<file path="config.mk">
export PLATFORM = sky130hd
export DESIGN_NAME = sub_div_ctrl_flat
export DESIGN_NICKNAME = d
export VERILOG_FILES = /design/src/rtl/sub_div_ctrl_pkg.sv /design/src/rtl/sub_div_ctrl_if.sv /design/src/rtl/subtractor_up.sv /design/src/rtl/sub_div_ctrl.sv /design/src/flat_wrapper.sv
export SDC_FILE = /design/constraint.sdc
export NUM_CORES = 1
export LEC_CHECK = 0
export CAP_MARGIN = 0
export CORE_MARGIN = 2
export CORE_UTILIZATION = 45
export CTS_CLUSTER_DIAMETER = 80
export CTS_CLUSTER_SIZE = 25
export DETAILED_ROUTE_END_ITERATION = 12
export PLACE_DENSITY = 0.72
export REMOVE_ABC_BUFFERS = 1
export SYNTH_ARGS = -nofsm -noshare
export SYNTH_HDL_FRONTEND = slang
export SYNTH_SLANG_ARGS = --single-unit
</file>
<file path="constraint.sdc">
create_clock -name clk -period 4.9 [get_ports clk]
set_clock_uncertainty 0.1 [all_clocks]
set_input_delay 1.225 -clock clk [delete_from_list [all_inputs] [get_ports clk]]
set_output_delay 1.225 -clock clk [all_outputs]
set_load 0.03 [all_outputs]
</file>
<file path="src/rtl/sub_div_ctrl_pkg.sv">
// sub_div_ctrl_pkg: shared state encoding, operand width and default divide-by-zero quotient
package sub_div_ctrl_pkg;
  localparam int W = 8;
  localparam logic [W-1:0] DIV0_QUOT_DFLT = 8'hFF;
  typedef enum logic [1:0] {
    IDLE = 2'd0,
    SUB  = 2'd1,
    DONE = 2'd2
  } state_t;
endpackage

</file>
<file path="src/rtl/sub_div_ctrl_if.sv">
// sub_div_ctrl_if: start/busy/done handshake with operands and results; master = sequencer, slave = divider
interface sub_div_ctrl_if import sub_div_ctrl_pkg::*; ();
  logic         start;
  logic [W-1:0] dividend;
  logic [W-1:0] divisor;
  logic         busy;
  logic         done;
  logic [W-1:0] quotient;
  logic [W-1:0] remainder;
  logic         div_zero;
  modport master (output start, dividend, divisor, input busy, done, quotient, remainder, div_zero);
  modport slave (input start, dividend, divisor, output busy, done, quotient, remainder, div_zero);
endinterface

</file>
<file path="src/rtl/subtractor_up.sv">
// subtractor_up: 8-bit magnitude subtractor; ports acc_data, rd_data in, sub_out = |acc_data - rd_data|, bi_sub = acc_data < rd_data
module subtractor_up (
  input  logic [7:0] acc_data,
  input  logic [7:0] rd_data,
  output logic [7:0] sub_out,
  output logic       bi_sub
);
  assign bi_sub  = acc_data < rd_data;
  assign sub_out = bi_sub ? rd_data - acc_data : acc_data - rd_data;
endmodule

</file>
<file path="src/rtl/sub_div_ctrl.sv">
// sub_div_ctrl: repeated-subtraction 8-bit divider; ports clk, rst (sync active-high), bus (slave: start/dividend/divisor in, busy/done/quotient/remainder/div_zero out)
module sub_div_ctrl import sub_div_ctrl_pkg::*; #(
  parameter logic [W-1:0] DIV0_QUOT = DIV0_QUOT_DFLT
) (
  input logic          clk,
  input logic          rst,
  sub_div_ctrl_if.slave bus
);
  state_t       state, state_nx;
  logic [W-1:0] q_r, r_r, d_r, sub_out;
  logic         dz_r, bi_sub;
  logic         accept, d_zero;
  subtractor_up u_sub (
    .acc_data(r_r),
    .rd_data (d_r),
    .sub_out (sub_out),
    .bi_sub  (bi_sub)
  );
  assign accept = state == IDLE && bus.start;
  assign d_zero = bus.divisor == '0;
  always_ff @(posedge clk)
    state <= rst ? IDLE : state_nx;
  always_comb begin
    state_nx = state == IDLE ? (bus.start ? (d_zero ? DONE : SUB) : IDLE)
             : state == SUB  ? (bi_sub ? DONE : SUB)
             : IDLE;
  end
  always_ff @(posedge clk) begin
    if (rst) begin
      q_r  <= '0;
      r_r  <= '0;
      d_r  <= '0;
      dz_r <= 1'b0;
    end else if (accept) begin
      d_r  <= bus.divisor;
      r_r  <= bus.dividend;
      dz_r <= d_zero;
      q_r  <= d_zero ? DIV0_QUOT : '0;
    end else if (state == SUB && !bi_sub) begin
      r_r <= sub_out;
      q_r <= q_r + 8'd1;
    end
  end
  assign bus.busy      = state != IDLE;
  assign bus.done      = state == DONE;
  assign bus.quotient  = q_r;
  assign bus.remainder = r_r;
  assign bus.div_zero  = dz_r;
endmodule

</file>
<file path="src/flat_wrapper.sv">
// flat-port wrapper written by rule: the top's interface ports become plain ports
module sub_div_ctrl_flat import sub_div_ctrl_pkg::*;
#(
  parameter logic [W-1:0] DIV0_QUOT = DIV0_QUOT_DFLT
)
  (clk, rst, bus_start, bus_dividend, bus_divisor, bus_busy, bus_done, bus_quotient, bus_remainder, bus_div_zero);
  sub_div_ctrl_if bus_i ();
  input logic clk;
  input logic rst;
  input wire logic [$bits(bus_i.start)-1:0] bus_start;
  input wire logic [$bits(bus_i.dividend)-1:0] bus_dividend;
  input wire logic [$bits(bus_i.divisor)-1:0] bus_divisor;
  output wire logic [$bits(bus_i.busy)-1:0] bus_busy;
  output wire logic [$bits(bus_i.done)-1:0] bus_done;
  output wire logic [$bits(bus_i.quotient)-1:0] bus_quotient;
  output wire logic [$bits(bus_i.remainder)-1:0] bus_remainder;
  output wire logic [$bits(bus_i.div_zero)-1:0] bus_div_zero;
  assign bus_i.start = bus_start;
  assign bus_i.dividend = bus_dividend;
  assign bus_i.divisor = bus_divisor;
  assign bus_busy = bus_i.busy;
  assign bus_done = bus_i.done;
  assign bus_quotient = bus_i.quotient;
  assign bus_remainder = bus_i.remainder;
  assign bus_div_zero = bus_i.div_zero;
  sub_div_ctrl #(.DIV0_QUOT(DIV0_QUOT)) u_core (.clk(clk), .rst(rst), .bus(bus_i));
endmodule
</file>
* Yosys cells after proc, flatten, opt, wreduce, memory -nomap -nowiden
Cells that the tools add are included.
** Word-level totals
- Memories kept :: 0
- Input port bits :: 19
- Bits in writable memories :: 0
- Flip-flop bits (word level) :: 27
- Logic and storage cells :: 29
- Latch bits :: 0
- Memory bits (read-only) :: 0
** Operators by class
- Equality and inequality tests :: 2
- Shift-type cells :: 0
- Multiply operators :: 0
- Order comparisons :: 1
- Bitwise gates (word level) :: 0
- Reduce and logical (&&, ||, !) cells :: 7
- Divide/modulo/power cells :: 0
- Mux-type cells :: 11
- Add/sub/neg operators :: 3
** Operator list (count)
- $mux 8 :: 6
- $sub 8x8->8 :: 2
- $mux 2 :: 5
- $add 8x1->8 const B :: 1
- $logic_not 8->1 :: 1
- $lt 8x8->1 :: 1
- $reduce_bool 2->1 :: 2
- $eq 2x1->1 const B :: 1
- $eq 2x2->1 const B :: 1
- $logic_and 1x1->1 :: 2
- $logic_not 2->1 :: 1
- $logic_not 1->1 :: 1

* Longest topological paths before layout
- Word-level depth :: 5
- Mapped depth :: 9

* Modules after synthesis
A second synthesis with hierarchy kept.
** Second synthesis, totals
- Cell total of the unflattened synthesis :: 237
- Area total of the unflattened synthesis :: 1901.8 um^2
** Modules (own cells, without submodules)
- sub_div_ctrl :: seq. area each 540.5 um^2, area an instance 1238.7 um^2, times used 1, cells an instance 150
- subtractor_up :: seq. area each 0.0 um^2, area an instance 663.1 um^2, times used 1, cells an instance 87

* Worst setup path before layout
Ideal clock, no wire load.
- Kind :: reg-to-reg
- Start :: register u_core.r_r[0], in the netlist u_core.bus.remainder[0]
- End :: register u_core.q_r[6], in the netlist u_core.bus.quotient[6]
- Setup time :: 0.071 ns
- Setup slack :: 2.457 ns
- Stages on the path, launching flop included :: 10
- Data required time :: 4.729 ns
- Arrival :: 2.272 ns
- Path buffers :: 1
- Path through :: dfxtp_1 -> inv_1 -> ha_1 -> fa_1 -> nand2b_1 -> a21oi_4 -> o21ai_2 -> buf_6 -> a221o_1 -> a21oi_1
** Between the ends
- Longest elaborated chain between the ends :: 4
** RTL lines
- start: declaration :: line sub_div_ctrl.sv:10 : logic [W-1:0] q_r, r_r, d_r, sub_out;
- start signal: assignment :: line sub_div_ctrl.sv:36 : r_r <= bus.dividend;
- start signal: assignment :: line sub_div_ctrl.sv:40 : r_r <= sub_out;
- $lt 8x8->1 :: line subtractor_up.sv:8 : assign bi_sub = acc_data < rd_data;
- $logic_not 1->1 :: line sub_div_ctrl.sv:39 : end else if (state == SUB && !bi_sub) begin
- $logic_and 1x1->1 :: line sub_div_ctrl.sv:39
- $reduce_bool 2->1 (no source line)
- end signal: assignment :: line sub_div_ctrl.sv:38 : q_r <= d_zero ? DIV0_QUOT : '0;
- end signal: assignment :: line sub_div_ctrl.sv:41 : q_r <= q_r + 8'd1;
- end: declaration :: line sub_div_ctrl.sv:10
No other way between the ends.
A chain may end at the register's enable or synchronous reset.

* Worst setup path after layout
- Start :: input port bus_start
- End :: register u_core.q_r[4], in the netlist u_core.bus.quotient[4]
** Between the ends
- Longest elaborated chain between the ends :: 2
- Elaborated cells on any way between the ends :: 3
- Those cells by class :: 1 x mux; 2 x reduce/logical
** RTL lines
- start: declaration :: line flat_wrapper.sv:10 : input wire logic [$bits(bus_i.start)-1:0] bus_start;
- $logic_and 1x1->1 * :: line sub_div_ctrl.sv:19 : assign accept = state == IDLE && bus.start;
- $mux 8 or $reduce_bool 2->1 (tied branches)
Mark *: on every way between the ends. The rest lies on a longest branch, timed or not.

==> results.md <==
* Peak supply drop at 0.000197 V
* Setup crit start kind: input pin
* Final Hold Fails at 0
* Number of synthesized register bits at 27
* Synthesized cell area at 1740 um^2
* Reg2reg end: u_core.bus.remainder[1]
* Worst Tran Pin Value at 0.902 ns
* Worst-Skew Late Latency at 0.28 ns
* IO Pins at 38
* Asr flop ratio synth at 0%
* Worst-path clk slew at 0.10 ns
* R2R setup slack at 2.30 ns
* DRC viols at 0
* Post-CTS Resized at 0
* EDFF count, synth at 0
* Most frequent cells in the layout: 37 x clkdlybuf4s50_1, 27 x nand2_1, 27 x dfxtp_1
* Drt initial violations at 61
* Clock Power Share at 17.2%
* Cells after Synth at 213
* Via count at 1631
* H-tree depth at 1
* Largest net degree at the start of global routing at 25
* DP HPWL at 2860 um
* CTS buffer count at 3
* DRT Wirelength at 4110 um
* Chip width at 66.2 um
* Hold path start: u_core.d_r[7]
* Non-filler cells, final at 293
* Sw Share at 41.3%
* Number of global-route vias before repair at 1443
* Maximum clock rate at 0.312 GHz
* Port bufs at 37
* Initial core utilization at 47.2%
* R2R depth at 8
* Commonest non-fill, non-tap cell in the layout: clkdlybuf4s50_1
* Hold path depth at 2
* Pre-Repair DR Iteration Count at 4
* GP Congestion at 0.842
* RSZ-0062 raised after global routing: no
* Final min period at 3.21 ns
* Ys Warns at 0
* Layout cells sized above 1 at 4.49%
* Syn avg cell area at 8.17 um^2
* R2r startpoint: u_core.bus.remainder[0]
* Final setup vio count at 0
* Netlist cell types at 49
* Comb power frac at 47.8%
* P per Cell Area at 359 nW/um^2
* Dpl ws at 1.40 ns
* P_int at 0.000457 W
* First-pass GRT wire length at 6780 um
* CP Capture Type: flop
* Tot GR Track Use at 20.0%
* Slew Limit Headroom at 39.9%
* Static leakage at 0.850 nW
* Setup TNS at 0 ns
* Max_cap viols at 0
* Die Footprint at 4380 um^2
* Setup slack after layout at 1.69 ns
* Sequential power share at 35.1%
* Worst hold path type: reg -> reg
* Routed Antenna Nets at 0
* Worst Path Arrival at 3.32 ns
* Core Region at 3690 um^2
* CTS Sinks at 27
* Hold buffer count at CTS at 0
* Row count at 22
* TritonCTS clock tree: yes
* WL per Instance at 14.0 um
* Routed vias/inst at 5.57
* Total grt overflow at 0
* Final max-slew violation count at 0
* Area grow syn2layout at 24.8%
* Top_reg_cell synth: dfxtp_1
* Sequential share of the synthesized area at 31.1%
* Die height at 66.2 um
* Hold path endpoint: u_core.d_r[7]
* Root Driver: clkbuf_8
* Sw power at 0.000322 W
* Initial antenna violation count at 0
* Cells after DPL at 289
* Status: finished, final reports clean
* Ant. Diodes at 0
* Nets at 284
* Clock Path Buffers at 2
* Setup bufs post-CTS at 0
* Final period util at 65.5%
* Critical Path RT at 5.01 ns
* CP Max Fanout at 24
* WS Path Type: in -> reg
## per-layer routing
metal	vias up	share of wire, %	global-route usage (%)
met2	24	47	31.0
met5	-	0	0
met1	780	49	28.6
met4	0	1.3	6.12
met3	5	2.8	2.73
li1	822	-	-
## area by class of cell
| type | count | area (um^2) |
|---|---|---|
| clock buffers | 3 | 41.3 |
| multi-input cells | 160 | 1090 |
| inverters | 17 | 63.8 |
| fillers | 361 | 1520 |
| repair buffers | 37 | 370 |
| clock inverters | 1 | 5.00 |
| flip-flops and latches | 27 | 541 |
| well taps | 48 | 60.1 |
## worst max-delay path, stage by stage
cell,delay [ns]
clkdlybuf4s50_1,0.46
and2_1,0.72
nand3_1,0.39
a221o_1,0.39
a21oi_1,0.13
## synth_stat cells (all sizes together) (5+ instances only)
cell type	count	area, um^2
dfxtp	27	541
nand2	27	101
a21oi	24	135
ha	17	213
inv	17	63.8
o21ai	10	53.8
nand3	8	40.0
nor2	8	30.0
and3	6	37.5
o21a	6	46.3
clkbuf	5	18.8
## state kept, by name, summed over array words and instances, names as in the netlist
register / cells
u_core.bus.remainder: 8
u_core.d_r: 8
u_core.state: 2
u_core.bus.quotient: 8
u_core.bus.div_zero: 1
## metrics by stage
| step | power (W) | util (%) | instance area, um^2 | hold slack (ns) |
|---|---|---|---|---|
| CTS | 0.000780 | 58.9 | 2170 | 0.371 |
| detailed placement | 0.000649 | 57.6 | 2130 | 0.351 |
| global placement | 0.000645 | 57.6 | 2130 | 0.347 |
| floorplan | 0.000534 | - | 1700 | 0.330 |
| finish | 0.000779 | 58.9 | 2170 | 0.378 |
| global route | 0.000830 | 58.9 | 2170 | 0.403 |
## worst max path at each step
| stage | start | endpoint | depth (start not counted) |
|---|---|---|---|
| final | bus_start | u_core.bus.quotient[4] | 5 |
| after CTS | bus_start | u_core.bus.quotient[4] | 5 |
| after global routing | bus_start | u_core.bus.quotient[4] | 5 |
| after floorplan | bus_start | u_core.bus.quotient[6] | 4 |
| after global placement | bus_start | u_core.bus.quotient[6] | 5 |
| after detailed placement | bus_start | u_core.bus.quotient[6] | 5 |
## power groups by stage
stage          Combinational, W  Sequential [W]  Clock (W)
4_1_cts                0.000372        0.000273   0.000134
5_1_grt                0.000409        0.000278   0.000142
6_report               0.000372        0.000273   0.000134
3_3_place_gp           0.000367        0.000278          0
2_1_floorplan          0.000226        0.000309          0
3_5_place_dp           0.000371        0.000278          0
## kinds of logic after synthesis
family                     count (synthesis)  synth area share (%)
AOI/OAI and AO/OA                         68                  27.2
buffers and inverters                     26                  6.25
muxes                                      1                 0.575
adders and majority gates                 19                  14.5
and+or+nand+nor                           70                  19.4
xor gates and xnor gates                   2                  1.01
DFF                                       27                  31.1
Power figures use the tool's default switching activity.
